--- src/rtl/mem_access_stage.sv ---
// Memory-access pipeline stage between execute and writeback.
//
// state | meaning
// ------+---------------------------------------------------------------
// IDLE  | accepting ops; non-memory ops retire on the next edge
// REQ   | memory request presented, waiting for mem_gnt
// RESP  | load granted, waiting for mem_rvalid
//
// Memory ops are captured into a small set of latches on acceptance so the
// request fields stay stable while upstream is stalled.  All MA outputs are
// registers and all memory-side outputs are decodes of state and latches,
// so no input reaches an output combinationally.
module mem_access_stage #(
    parameter int                DATA_W    = 16,
    parameter int                ADDR_W    = 16,
    parameter int                REG_IDX_W = 5,
    parameter int                CTRL_W    = 4,
    parameter logic [CTRL_W-1:0] LOAD_OP   = 4'b1100,
    parameter logic [CTRL_W-1:0] STORE_OP  = 4'b1110
) (
    input  logic                 clk,
    input  logic                 reset,

    input  logic                 ex_valid,
    input  logic [CTRL_W-1:0]    control_ex,
    input  logic [DATA_W-1:0]    result_ex,
    input  logic [DATA_W-1:0]    reg_data_ex,
    input  logic [REG_IDX_W-1:0] dest_reg_index_ex,
    input  logic                 dest_reg_write_en_ex,
    output logic                 stall_ma,

    output logic                 mem_req,
    output logic                 mem_we,
    output logic [ADDR_W-1:0]    mem_addr,
    output logic [DATA_W-1:0]    mem_wdata,
    input  logic                 mem_gnt,
    input  logic                 mem_rvalid,
    input  logic [DATA_W-1:0]    mem_rdata,

    output logic                 ma_valid,
    output logic [CTRL_W-1:0]    control_ma,
    output logic [DATA_W-1:0]    result_ma,
    output logic [DATA_W-1:0]    data_ma,
    output logic [REG_IDX_W-1:0] dest_reg_index_ma,
    output logic                 dest_reg_write_en_ma
);

    typedef enum logic [1:0] {
        ST_IDLE = 2'd0,
        ST_REQ  = 2'd1,
        ST_RESP = 2'd2
    } state_e;

    state_e                 state_q, state_d;

    logic [CTRL_W-1:0]      lat_ctrl_q,  lat_ctrl_d;
    logic [DATA_W-1:0]      lat_res_q,   lat_res_d;
    logic [DATA_W-1:0]      lat_wdata_q, lat_wdata_d;
    logic [REG_IDX_W-1:0]   lat_dest_q,  lat_dest_d;
    logic                   lat_dwe_q,   lat_dwe_d;

    logic                   ma_valid_q,  ma_valid_d;
    logic [CTRL_W-1:0]      ctrl_ma_q,   ctrl_ma_d;
    logic [DATA_W-1:0]      res_ma_q,    res_ma_d;
    logic [DATA_W-1:0]      data_ma_q,   data_ma_d;
    logic [REG_IDX_W-1:0]   dest_ma_q,   dest_ma_d;
    logic                   dwe_ma_q,    dwe_ma_d;

    logic                   ex_is_mem;
    logic                   lat_is_store;

    assign ex_is_mem    = (control_ex == LOAD_OP) || (control_ex == STORE_OP);
    assign lat_is_store = (lat_ctrl_q == STORE_OP);

    // State, latches and MA result registers
    always_ff @(posedge clk or posedge reset) begin
        if (reset) begin
            state_q     <= ST_IDLE;
            lat_ctrl_q  <= '0;
            lat_res_q   <= '0;
            lat_wdata_q <= '0;
            lat_dest_q  <= '0;
            lat_dwe_q   <= 1'b0;
            ma_valid_q  <= 1'b0;
            ctrl_ma_q   <= '0;
            res_ma_q    <= '0;
            data_ma_q   <= '0;
            dest_ma_q   <= '0;
            dwe_ma_q    <= 1'b0;
        end else begin
            state_q     <= state_d;
            lat_ctrl_q  <= lat_ctrl_d;
            lat_res_q   <= lat_res_d;
            lat_wdata_q <= lat_wdata_d;
            lat_dest_q  <= lat_dest_d;
            lat_dwe_q   <= lat_dwe_d;
            ma_valid_q  <= ma_valid_d;
            ctrl_ma_q   <= ctrl_ma_d;
            res_ma_q    <= res_ma_d;
            data_ma_q   <= data_ma_d;
            dest_ma_q   <= dest_ma_d;
            dwe_ma_q    <= dwe_ma_d;
        end
    end

    // Next state, latch capture and retire logic
    always_comb begin
        state_d     = state_q;
        lat_ctrl_d  = lat_ctrl_q;
        lat_res_d   = lat_res_q;
        lat_wdata_d = lat_wdata_q;
        lat_dest_d  = lat_dest_q;
        lat_dwe_d   = lat_dwe_q;
        // valid and write enable default to a bubble; payload fields hold
        ma_valid_d  = 1'b0;
        dwe_ma_d    = 1'b0;
        ctrl_ma_d   = ctrl_ma_q;
        res_ma_d    = res_ma_q;
        data_ma_d   = data_ma_q;
        dest_ma_d   = dest_ma_q;

        unique case (state_q)
            ST_IDLE: begin
                if (ex_valid) begin
                    if (ex_is_mem) begin
                        lat_ctrl_d  = control_ex;
                        lat_res_d   = result_ex;
                        lat_wdata_d = reg_data_ex;
                        lat_dest_d  = dest_reg_index_ex;
                        lat_dwe_d   = dest_reg_write_en_ex;
                        state_d     = ST_REQ;
                    end else begin
                        ma_valid_d  = 1'b1;
                        ctrl_ma_d   = control_ex;
                        res_ma_d    = result_ex;
                        data_ma_d   = '0;
                        dest_ma_d   = dest_reg_index_ex;
                        dwe_ma_d    = dest_reg_write_en_ex;
                    end
                end
            end
            ST_REQ: begin
                // rvalid arriving with gnt is not a response to this request
                if (mem_gnt) begin
                    if (lat_is_store) begin
                        ma_valid_d = 1'b1;
                        ctrl_ma_d  = lat_ctrl_q;
                        res_ma_d   = lat_res_q;
                        data_ma_d  = '0;
                        dest_ma_d  = lat_dest_q;
                        dwe_ma_d   = lat_dwe_q;
                        state_d    = ST_IDLE;
                    end else begin
                        state_d    = ST_RESP;
                    end
                end
            end
            ST_RESP: begin
                if (mem_rvalid) begin
                    ma_valid_d = 1'b1;
                    ctrl_ma_d  = lat_ctrl_q;
                    res_ma_d   = lat_res_q;
                    data_ma_d  = mem_rdata;
                    dest_ma_d  = lat_dest_q;
                    dwe_ma_d   = lat_dwe_q;
                    state_d    = ST_IDLE;
                end
            end
            default: begin
                state_d = ST_IDLE;
            end
        endcase
    end

    assign stall_ma  = (state_q != ST_IDLE);
    assign mem_req   = (state_q == ST_REQ);
    assign mem_we    = (state_q == ST_REQ) && lat_is_store;
    assign mem_addr  = lat_res_q[ADDR_W-1:0];
    assign mem_wdata = lat_is_store ? lat_wdata_q : '0;

    assign ma_valid             = ma_valid_q;
    assign control_ma           = ctrl_ma_q;
    assign result_ma            = res_ma_q;
    assign data_ma              = data_ma_q;
    assign dest_reg_index_ma    = dest_ma_q;
    assign dest_reg_write_en_ma = dwe_ma_q;

endmodule

--- config.mk ---
export PLATFORM = sky130hd
export DESIGN_NAME = mem_access_stage
export DESIGN_NICKNAME = d
export VERILOG_FILES = /design/src/rtl/mem_access_stage.sv
export SDC_FILE = /design/constraint.sdc
export NUM_CORES = 1
export LEC_CHECK = 0
export CORE_MARGIN = 2
export CORE_UTILIZATION = 45
export CTS_CLUSTER_SIZE = 28
export DETAILED_ROUTE_END_ITERATION = 10
export GPL_TIMING_DRIVEN = 1
export PLACE_DENSITY = 0.88
export SYNTH_ARGS = -nofsm -noshare
export SYNTH_HDL_FRONTEND = slang
export SYNTH_SLANG_ARGS = --single-unit
--- constraint.sdc ---
create_clock -name clk -period 3.8 [get_ports clk]
set_input_delay 1.14 -clock clk [delete_from_list [all_inputs] [get_ports clk]]
set_output_delay 1.14 -clock clk [all_outputs]
set_load 0.02 [all_outputs]
==> run metrics, run 1 <==
status=finished clean; Sinks on Clock Net=87; Peak Freq=0.3016 GHz; initial DRC count=56; clk_skew=0.01423 ns; pin count of the biggest net entering global routing=42; fin. max-slew vios=0; syn_area_per_cell=13.82 um^2; DP Wirelength=6290 um; DRC viols=0; number of global-route vias before repair=2960; initial antenna violation count=0; Worst R2R Setup Slack=1.17 ns; Syn Nets=~360; Max-Cap Viols=0; initial core utilization=0.4604; FF+latch count, synth=87; total CTS buffers=9; final WL=8823 um; Via Count=2694; dpl ws=between 0.5 and 0.6 ns; Worst Hold Depth=1; FP Rows=34; Crit Path Class=register to output port; die width=98.22 um; Startpoint Class=register; Ys Warns=0; Pleak=approximately 2.5 nW; Area contributors post-synth=dfrtp_1 (54%), mux2_2 (18%), mux2_4 (9.0%); Synth top area share=0.5449; biggest area consumer among synthesized cells=dfrtp_1; die height=around 100 um; crit end category=output port; DR vias/cell=4.980; VDD IR-drop max=517.6 uV; Max FO, Critical Path=19; Synth Instances=about 290; post-CTS setup buffers=0; worst r2r dst=control_ma[3]; Antenna Nets Post-Route=0; CTS root buf=clkbuf_8; total power per unit cell area=902.8 nW/um^2; Clock Latency Late Sink=0.36 ns; All-Layer GR Usage=0.1885; Final TNS setup=0 ns; part of the cycle the worst path needs=0.8726; Worst-path clk slew=0.09 ns; layout cells sized above 1=0.2679; min-delay src=lat_ctrl_q[3]; Post-Syn Area=3995 um^2; hold crit path type=register to register; Register-to-Register Path Depth=6; area growth from synthesis to layout=42.37%; I/O Pins=141; CP Data Required Time=between 2 and 3 ns; worst slew pin tran=around 1.1 ns; post-route setup slack=0.4842 ns; maximum root-to-sink buffer count=2; first-pass GRT wire length=approximately 15000 um; GP Congestion=approximately 0.72; total gr overflow=0; post-cts sizing count=0; CTS tree=done; Hold Buf Count CTS=0; Worst Hold End=lat_ctrl_q[3]; CTS H-tree lvls=3; Tmin final=between 3 and 4 ns; count of final setup violators=0; worst endpoint data arrival time=2.18 ns; RSZ-0062 raised after global routing=no; RR Startpoint=state_q[0]; die area=between 9000 and 10000 um^2; sequential area share after synthesis=0.5449; antenna diode count=0; Initial DRT Pass Iterations=4; Rel. slew slack=0.2688; routed length per instance=16.31 um; Yosys cell types=27; # nets final=approximately 500; I/O Buffers=140; CORE AREA=8678 um^2; final hold vios=0
[critical path, stage by stage, from the launching register on]
cell and delay (ns):
dfrtp_1 0.40, and4b_1 0.61, and2_1 0.21, clkdlybuf4s50_1 0.60
[logic make-up after synthesis]
logic type,after synthesis,share of synthesized area
AND/OR/NAND/NOR,45,0.06107
adder cells (fa/ha/maj),4,0.01253
flip-flops,87,0.5449
multiplexers,106,0.3160
buffers and inverters,38,0.04447
AO/OA/AOI/OAI,9,0.02098
[cells in the final DEF, fill, tap and decap left out]
cell	count
buf_12	1
inv_1	21
a22oi_2	1
ha_1	4
mux2i_1	17
o2111ai_4	1
clkdlybuf4s50_1	140
nor2_1	1
clkbuf_8	10
nand2b_2	1
clkinv_4	2
and3b_1	1
a32o_1	1
and2_1	17
dfrtp_1	87
clkinv_2	2
o211ai_1	1
and3_2	1
buf_4	3
and4b_1	1
nand4_1	1
clkinvlp_4	1
nand3b_1	1
bufinv_16	1
a31oi_1	2
nor2b_1	1
mux2_2	65
a21oi_1	3
nand2_1	18
inv_6	1
or2_2	2
mux2_4	24
[routing by layer]
metal,track usage,share of wire
met1,0.2462,0.44
met2,0.3103,0.49
met3,0.05727,0.063
met4,0.04742,0.011
met5,0,0
[state kept, by name (all words and copies together) (netlist names)]
| signal | cells |
|---|---|
| control_ma | 4 |
| data_ma | 16 |
| dest_reg_index_ma | 5 |
| dest_reg_write_en_ma | 1 |
| lat_ctrl_q | 4 |
| lat_dest_q | 5 |
| lat_dwe_q | 1 |
| lat_wdata_q | 16 |
| ma_valid | 1 |
| mem_addr | 16 |
| result_ma | 16 |
| state_q | 2 |
[cell type report]
type | instances | area [um^2]
clock buffers | 10 | 137.6
clock inverters | 6 | 68.82
fillers | 645 | 2990
inverters | 22 | 83.83
multi-input cells | 164 | 1642
flip-flops and latches | 87 | 2177
well taps | 108 | 135.1
repair buffers | 144 | 1444
[report_power, final]
group / switching [mW] / total (mW) / internal, mW / leakage (nW)
combinational: 1.27 / 2.87 / 1.60 / 1.29
sequential: 0.245 / 1.60 / 1.35 / 1.08
clock: 0.344 / 0.670 / 0.325 / 0.103
[worst max path at each step]
stage / start / end / slack [ns] / depth (start not counted)
3_3_place_gp: control_ex[0] / control_ma[3] / 0.61 / 6
6_report: lat_ctrl_q[0] / mem_wdata[8] / 0.48 / 3
3_5_place_dp: control_ex[0] / control_ma[3] / 0.59 / 6
2_1_floorplan: reset / control_ma[0] / 0.41 / 1
5_1_grt: lat_ctrl_q[0] / mem_wdata[3] / 0.36 / 3
4_1_cts: lat_ctrl_q[0] / mem_wdata[10] / 0.45 / 3
[cells in the mapped netlist]
| cell | instances |
|---|---|
| a22oi_2 | 1 |
| nand4_1 | 1 |
| o2111ai_4 | 1 |
| and3b_1 | 1 |
| nand2b_2 | 1 |
| mux2_2 | 65 |
| buf_2 | 4 |
| nand2_1 | 18 |
| ha_1 | 4 |
| nand3b_1 | 1 |
| o211ai_1 | 1 |
| dfrtp_1 | 87 |
| inv_1 | 22 |
| and4b_1 | 1 |
| buf_4 | 2 |
| mux2_4 | 24 |
| buf_6 | 3 |
| and3_1 | 1 |
| mux2i_1 | 17 |
| nor2_1 | 1 |
| a31oi_1 | 2 |
| or2_2 | 2 |
| a21oi_1 | 3 |
| and2_1 | 17 |
| nor2b_1 | 1 |
| a32o_1 | 1 |
| clkbuf_1 | 7 |
[stage by stage]
stage / total power, mW / area (um^2) / hold WS, ns / utilization / std cells
after floorplan: 3.483 / 3995 / 0.4490 / - / 289
after global placement: 4.423 / 5482 / 0.4778 / 0.6316 / 525
after detailed placement: 4.509 / 5482 / 0.4797 / 0.6316 / 525
after CTS: 5.193 / 5688 / 0.5004 / 0.6554 / 541
after global routing: 5.434 / 5688 / 0.5158 / 0.6554 / 541
final: 5.135 / 5688 / 0.5017 / 0.6554 / 541
Note: power is estimated with default switching activity, not from simulation.
==> inputs of run 2 (changes only) <==
--- a/config.mk
+++ b/config.mk
@@ -11,6 +11,7 @@
 export DETAILED_ROUTE_END_ITERATION = 10
 export GPL_TIMING_DRIVEN = 1
 export PLACE_DENSITY = 0.88
+export SLEW_MARGIN = 30
 export SYNTH_ARGS = -nofsm -noshare
 export SYNTH_HDL_FRONTEND = slang
 export SYNTH_SLANG_ARGS = --single-unit
==> run 2 against run 1 <==
Against the previous run:
- core utilization about the same
- global-route usage barely moved
- non-clock buffer count unchanged
- clock power fell by 0.6%
- maximum frequency increased by 0.19%
- via count down 1.0%
- clock skew down 0.0013 ns
- design area about the same
==> run metrics, run 2 (same netlist as run 1, synthesis figures left out) <==
status=finished clean; Worst Hold End=lat_ctrl_q[3]; DRC viols=0; Max stage delay on crit path=0.61 ns; total power=5.133 mW; worst endpoint data arrival time=between 2 and 2.5 ns; initial core utilization=0.4604; M1 GR Usage=0.2439; most frequent cells in the layout=clkdlybuf4s50_1 (140), dfrtp_1 (87), mux2_2 (65); Max FO, Critical Path=19; Max-Cap Viols=0; initial antenna violation count=0; total gr overflow=0; leading cell type in the layout, fill and taps excluded=clkdlybuf4s50_1; post-CTS setup buffers=0; Initial DRT Pass Iterations=4; crit end category=output port; post-route insts no fill=between 500 and 600; Placed Cells=525; CP bufs+invs=1; DR vias/cell=4.928; die area=9647 um^2; GP Congestion=~0.72; crit-path leading delay family=simple AND/OR/NAND/NOR gates; Fin Hold WS=0.5023 ns; RR Startpoint=state_q[0]; # nets final=~500; Startpoint Class=register; final WL=roughly 8800 um; number of global-route vias before repair=2981; Final TNS setup=0 ns; maximum root-to-sink buffer count=2; Hold Buf Count CTS=0; final hold vios=0; crit path cell chain=and4b_1, and2_1, clkdlybuf4s50_1; dpl ws=0.5936 ns; CTS root buf=clkbuf_8; CTS H-tree lvls=3; Via Count=2666; Antenna Nets Post-Route=0; total power per unit cell area=902.0 nW/um^2; Peak Freq=about 0.30 GHz; fin. max-slew vios=0; CTS tree=done; layout cells sized above 1=0.2702; post-cts sizing count=0; total CTS buffers=9; area growth from synthesis to layout=42.44%; VDD IR-drop max=a little over 500 uV; All-Layer GR Usage=0.1882; Crit Path Class=register to output port; CP max-delay cell=and4b_1; DP Wirelength=6290 um; Rel. slew slack=0.5186; CORE AREA=8678 um^2; Clock Latency Late Sink=approximately 0.35 ns; die height=98.22 um; worst r2r dst=control_ma[3]; routed length per instance=16.25 um; first-pass GRT wire length=roughly 15000 um; most used routing layer=met2; I/O Pins=141; Worst R2R Setup Slack=1.18 ns; min-delay src=lat_ctrl_q[3]; Worst Hold Depth=1; hold crit path type=register to register; initial DRC count=80; Register-to-Register Path Depth=6; Worst-path clk slew=roughly 0.09 ns; FP Rows=34; pin count of the biggest net entering global routing=42; antenna diode count=0; post-route setup slack=0.4905 ns; I/O Buffers=140; count of final setup violators=0; CP Data Required Time=about 2.7 ns; GR Util met2=0.3082; worst slew pin tran=0.7222 ns; Sinks on Clock Net=87; clk_skew=0.01291 ns; die width=around 100 um; GR met3 Demand/Resource=0.06156; part of the cycle the worst path needs=0.8709; Tmin final=3.309 ns; Pleak=between 2 and 2.5 nW; RSZ-0062 raised after global routing=no
## run 2: where the power goes
part	switching, mW	internal [mW]	total [mW]
logic	1.27	1.60	2.87
clock network	0.340	0.326	0.666
registers	0.246	1.35	1.60
## run 2: worst max path at each step
stage / from / end / slack (ns) / depth (start not counted)
2_1_floorplan: reset / control_ma[0] / 0.41 / 1
3_3_place_gp: control_ex[0] / control_ma[3] / 0.61 / 6
3_5_place_dp: control_ex[0] / control_ma[3] / 0.59 / 6
4_1_cts: lat_ctrl_q[0] / mem_wdata[10] / 0.45 / 3
5_1_grt: lat_ctrl_q[0] / mem_wdata[3] / 0.36 / 3
6_report: lat_ctrl_q[0] / mem_wdata[4] / 0.49 / 3
## run 2: area by class of cell
type,count,area (um^2)
clock buffer,10,137.6
clock inverter,6,68.82
fill,647,2988
inverter,22,83.83
multi-input combinational,164,1644
sequential,87,2177
tap,108,135.1
timing repair buffer,144,1444
## run 2: through the flow
step | util | area [um^2]
global route | 0.6557 | 5690
CTS | 0.6557 | 5690
detailed placement | 0.6319 | 5484
global placement | 0.6316 | 5482
floorplan | - | 3995
finish | 0.6557 | 5690
## run 2: layer usage
| layer | part of all wire | vias to the layer above |
|---|---|---|
| met3 | 0.065 | 8 |
| met2 | 0.49 | 87 |
| li1 | - | 1253 |
| met1 | 0.44 | 1318 |
| met4 | 0.0092 | 0 |
| met5 | 0 | - |
==> inputs of run 3 (changes only) <==
--- a/config.mk
+++ b/config.mk
@@ -5,7 +5,8 @@
 export SDC_FILE = /design/constraint.sdc
 export NUM_CORES = 1
 export LEC_CHECK = 0
-export CORE_MARGIN = 2
+export CAP_MARGIN = 10
+export CORE_MARGIN = 5
 export CORE_UTILIZATION = 45
 export CTS_CLUSTER_SIZE = 28
 export DETAILED_ROUTE_END_ITERATION = 10
==> run 3 against run 2 <==
Against the previous run:
- design area about the same
- final cell count unchanged
- first-iteration DRC count decreased by 36%
- critical path type unchanged
==> run metrics, run 3 (same netlist as run 1, synthesis figures left out) <==
FP Rows=34; final hold vios=0; maximum root-to-sink buffer count=2; Max FO, Critical Path=19; met3 wire len=549 um; RSZ-0062 raised after global routing=no; area growth from synthesis to layout=42.53%; pin count of the biggest net entering global routing=58; # nets final=495; worst endpoint data arrival time=between 2 and 2.5 ns; die area=10860 um^2; Peak Freq=0.3020 GHz; part of the cycle the worst path needs=0.8713; GP Congestion=around 0.74; CP max-delay cell=clkdlybuf4s50_1; routed length on met1=4079 um; count of final setup violators=0; Initial DRT Pass Iterations=4; hold crit path type=register to register; Rel. slew slack=0.5025; min-delay src=lat_wdata_q[7]; post-cts sizing count=0; I/O Buffers=140; I/O Pins=141; Max-Cap Viols=0; DP Wirelength=6861 um; design area=between 5000 and 6000 um^2; crit path from=lat_ctrl_q[0]; total CTS buffers=9; most frequent cells in the layout=clkdlybuf4s50_1 (140), dfrtp_1 (87), mux2_2 (65); Via Count=approximately 2700; first-pass GRT wire length=15700 um; cell-internal power=about 3.3 mW; total power per unit cell area=~900 nW/um^2; CTS root buf=clkbuf_8; initial antenna violation count=0; Final TNS setup=0 ns; FILL cells=~660; final WL=approximately 9300 um; VDD IR-drop max=470.0 uV; Antenna Nets Post-Route=0; die width=between 100 and 150 um; worst slew pin tran=~0.75 ns; Pleak=between 2 and 2.5 nW; initial DRC count=51; Worst-path clk slew=0.09 ns; CP Data Required Time=2.66 ns; crit path cell chain=and4b_1, and2_1, clkdlybuf4s50_1; cell area after placement=between 5000 and 6000 um^2; layout cells sized above 1=0.2633; clk_skew=0.01513 ns; CTS tree=done; crit-path leading delay family=simple AND/OR/NAND/NOR gates; Sinks on Clock Net=87; switch share=0.3624; initial core utilization=0.4604; DR vias/cell=4.909; Sequential Power Share=0.310; Hold Buf Count CTS=0; Clock Latency Late Sink=0.34 ns; status=finished clean; CORE AREA=8678 um^2; fin. max-slew vios=0; part of the power in combinational logic=0.564; number of global-route vias before repair=2970; routed length per instance=17.25 um; Crit Path Class=register to output port; crit end category=output port; clock network power share=0.125; Max stage delay on crit path=a little over 0.6 ns; DRC viols=0; Top Metal Used=met4; Startpoint Class=register; total gr overflow=0; sw power=around 1.9 mW; CP bufs+invs=1; antenna diode count=0; leading cell type in the layout, fill and taps excluded=clkdlybuf4s50_1; WL met2=around 4600 um; CTS H-tree lvls=3; post-CTS setup buffers=0; Tmin final=around 3.3 ns; RR Startpoint=state_q[0]; All-Layer GR Usage=0.1759; die height=approximately 100 um
run 3: cell count changes in the layout (fill, tap and decap cells not counted), sizes merged:
cell,before,now
clkbuf,10,12
clkinv,4,3
inv,22,21
run 3: final timing paths:
path                                       end  slack, ns  depth (start not counted)
min in group asynchronous          mem_addr[1]       1.14                          2
max in group asynchronous           data_ma[8]       1.97                          3
worst max register to register   control_ma[3]       1.12                          6
worst min register to register  lat_wdata_q[7]       0.50                          1
worst min-delay path            lat_wdata_q[7]       0.50                          1
worst max-delay path              mem_wdata[9]       0.49                          3
run 3: metal layers:
layer	track usage	up-vias
met5	0	-
met4	0.04163	0
met3	0.05400	6
met2	0.2928	83
met1	0.2249	1314
li1	-	1253
run 3: through the flow:
step | setup slack, ns | hold WS (ns) | instances | util | total power, mW
floorplan | 0.4098 | 0.4490 | 289 | - | 3.483
global placement | 0.5852 | 0.4799 | 525 | 0.6331 | 4.465
detailed placement | 0.5477 | 0.4908 | 525 | 0.6331 | 4.553
CTS | 0.4563 | 0.5121 | 541 | 0.6561 | 5.221
global route | 0.3599 | 0.5275 | 541 | 0.6561 | 5.458
finish | 0.4892 | 0.5047 | 541 | 0.6561 | 5.149
run 3: power groups by stage:
| stage | clock [mW] | sequential [mW] | combinational [mW] |
|---|---|---|---|
| final | 0.645 | 1.60 | 2.91 |
| after global routing | 0.711 | 1.65 | 3.09 |
| after CTS | 0.667 | 1.60 | 2.95 |
| after detailed placement | 0 | 1.61 | 2.94 |
| after global placement | 0 | 1.59 | 2.87 |
| after floorplan | 0 | 1.90 | 1.58 |
run 3: layout make-up:
type	count	area (um^2)	area share
Clock buffer	12	145.1	0.02549
Sequential cell	87	2177	0.3823
Timing Repair Buffer	144	1456	0.2558
Clock inverter	4	55.05	0.009668
Tap cell	108	135.1	0.02373
Multi-Input combinational cell	164	1642	0.2883
Inverter	22	83.83	0.01472
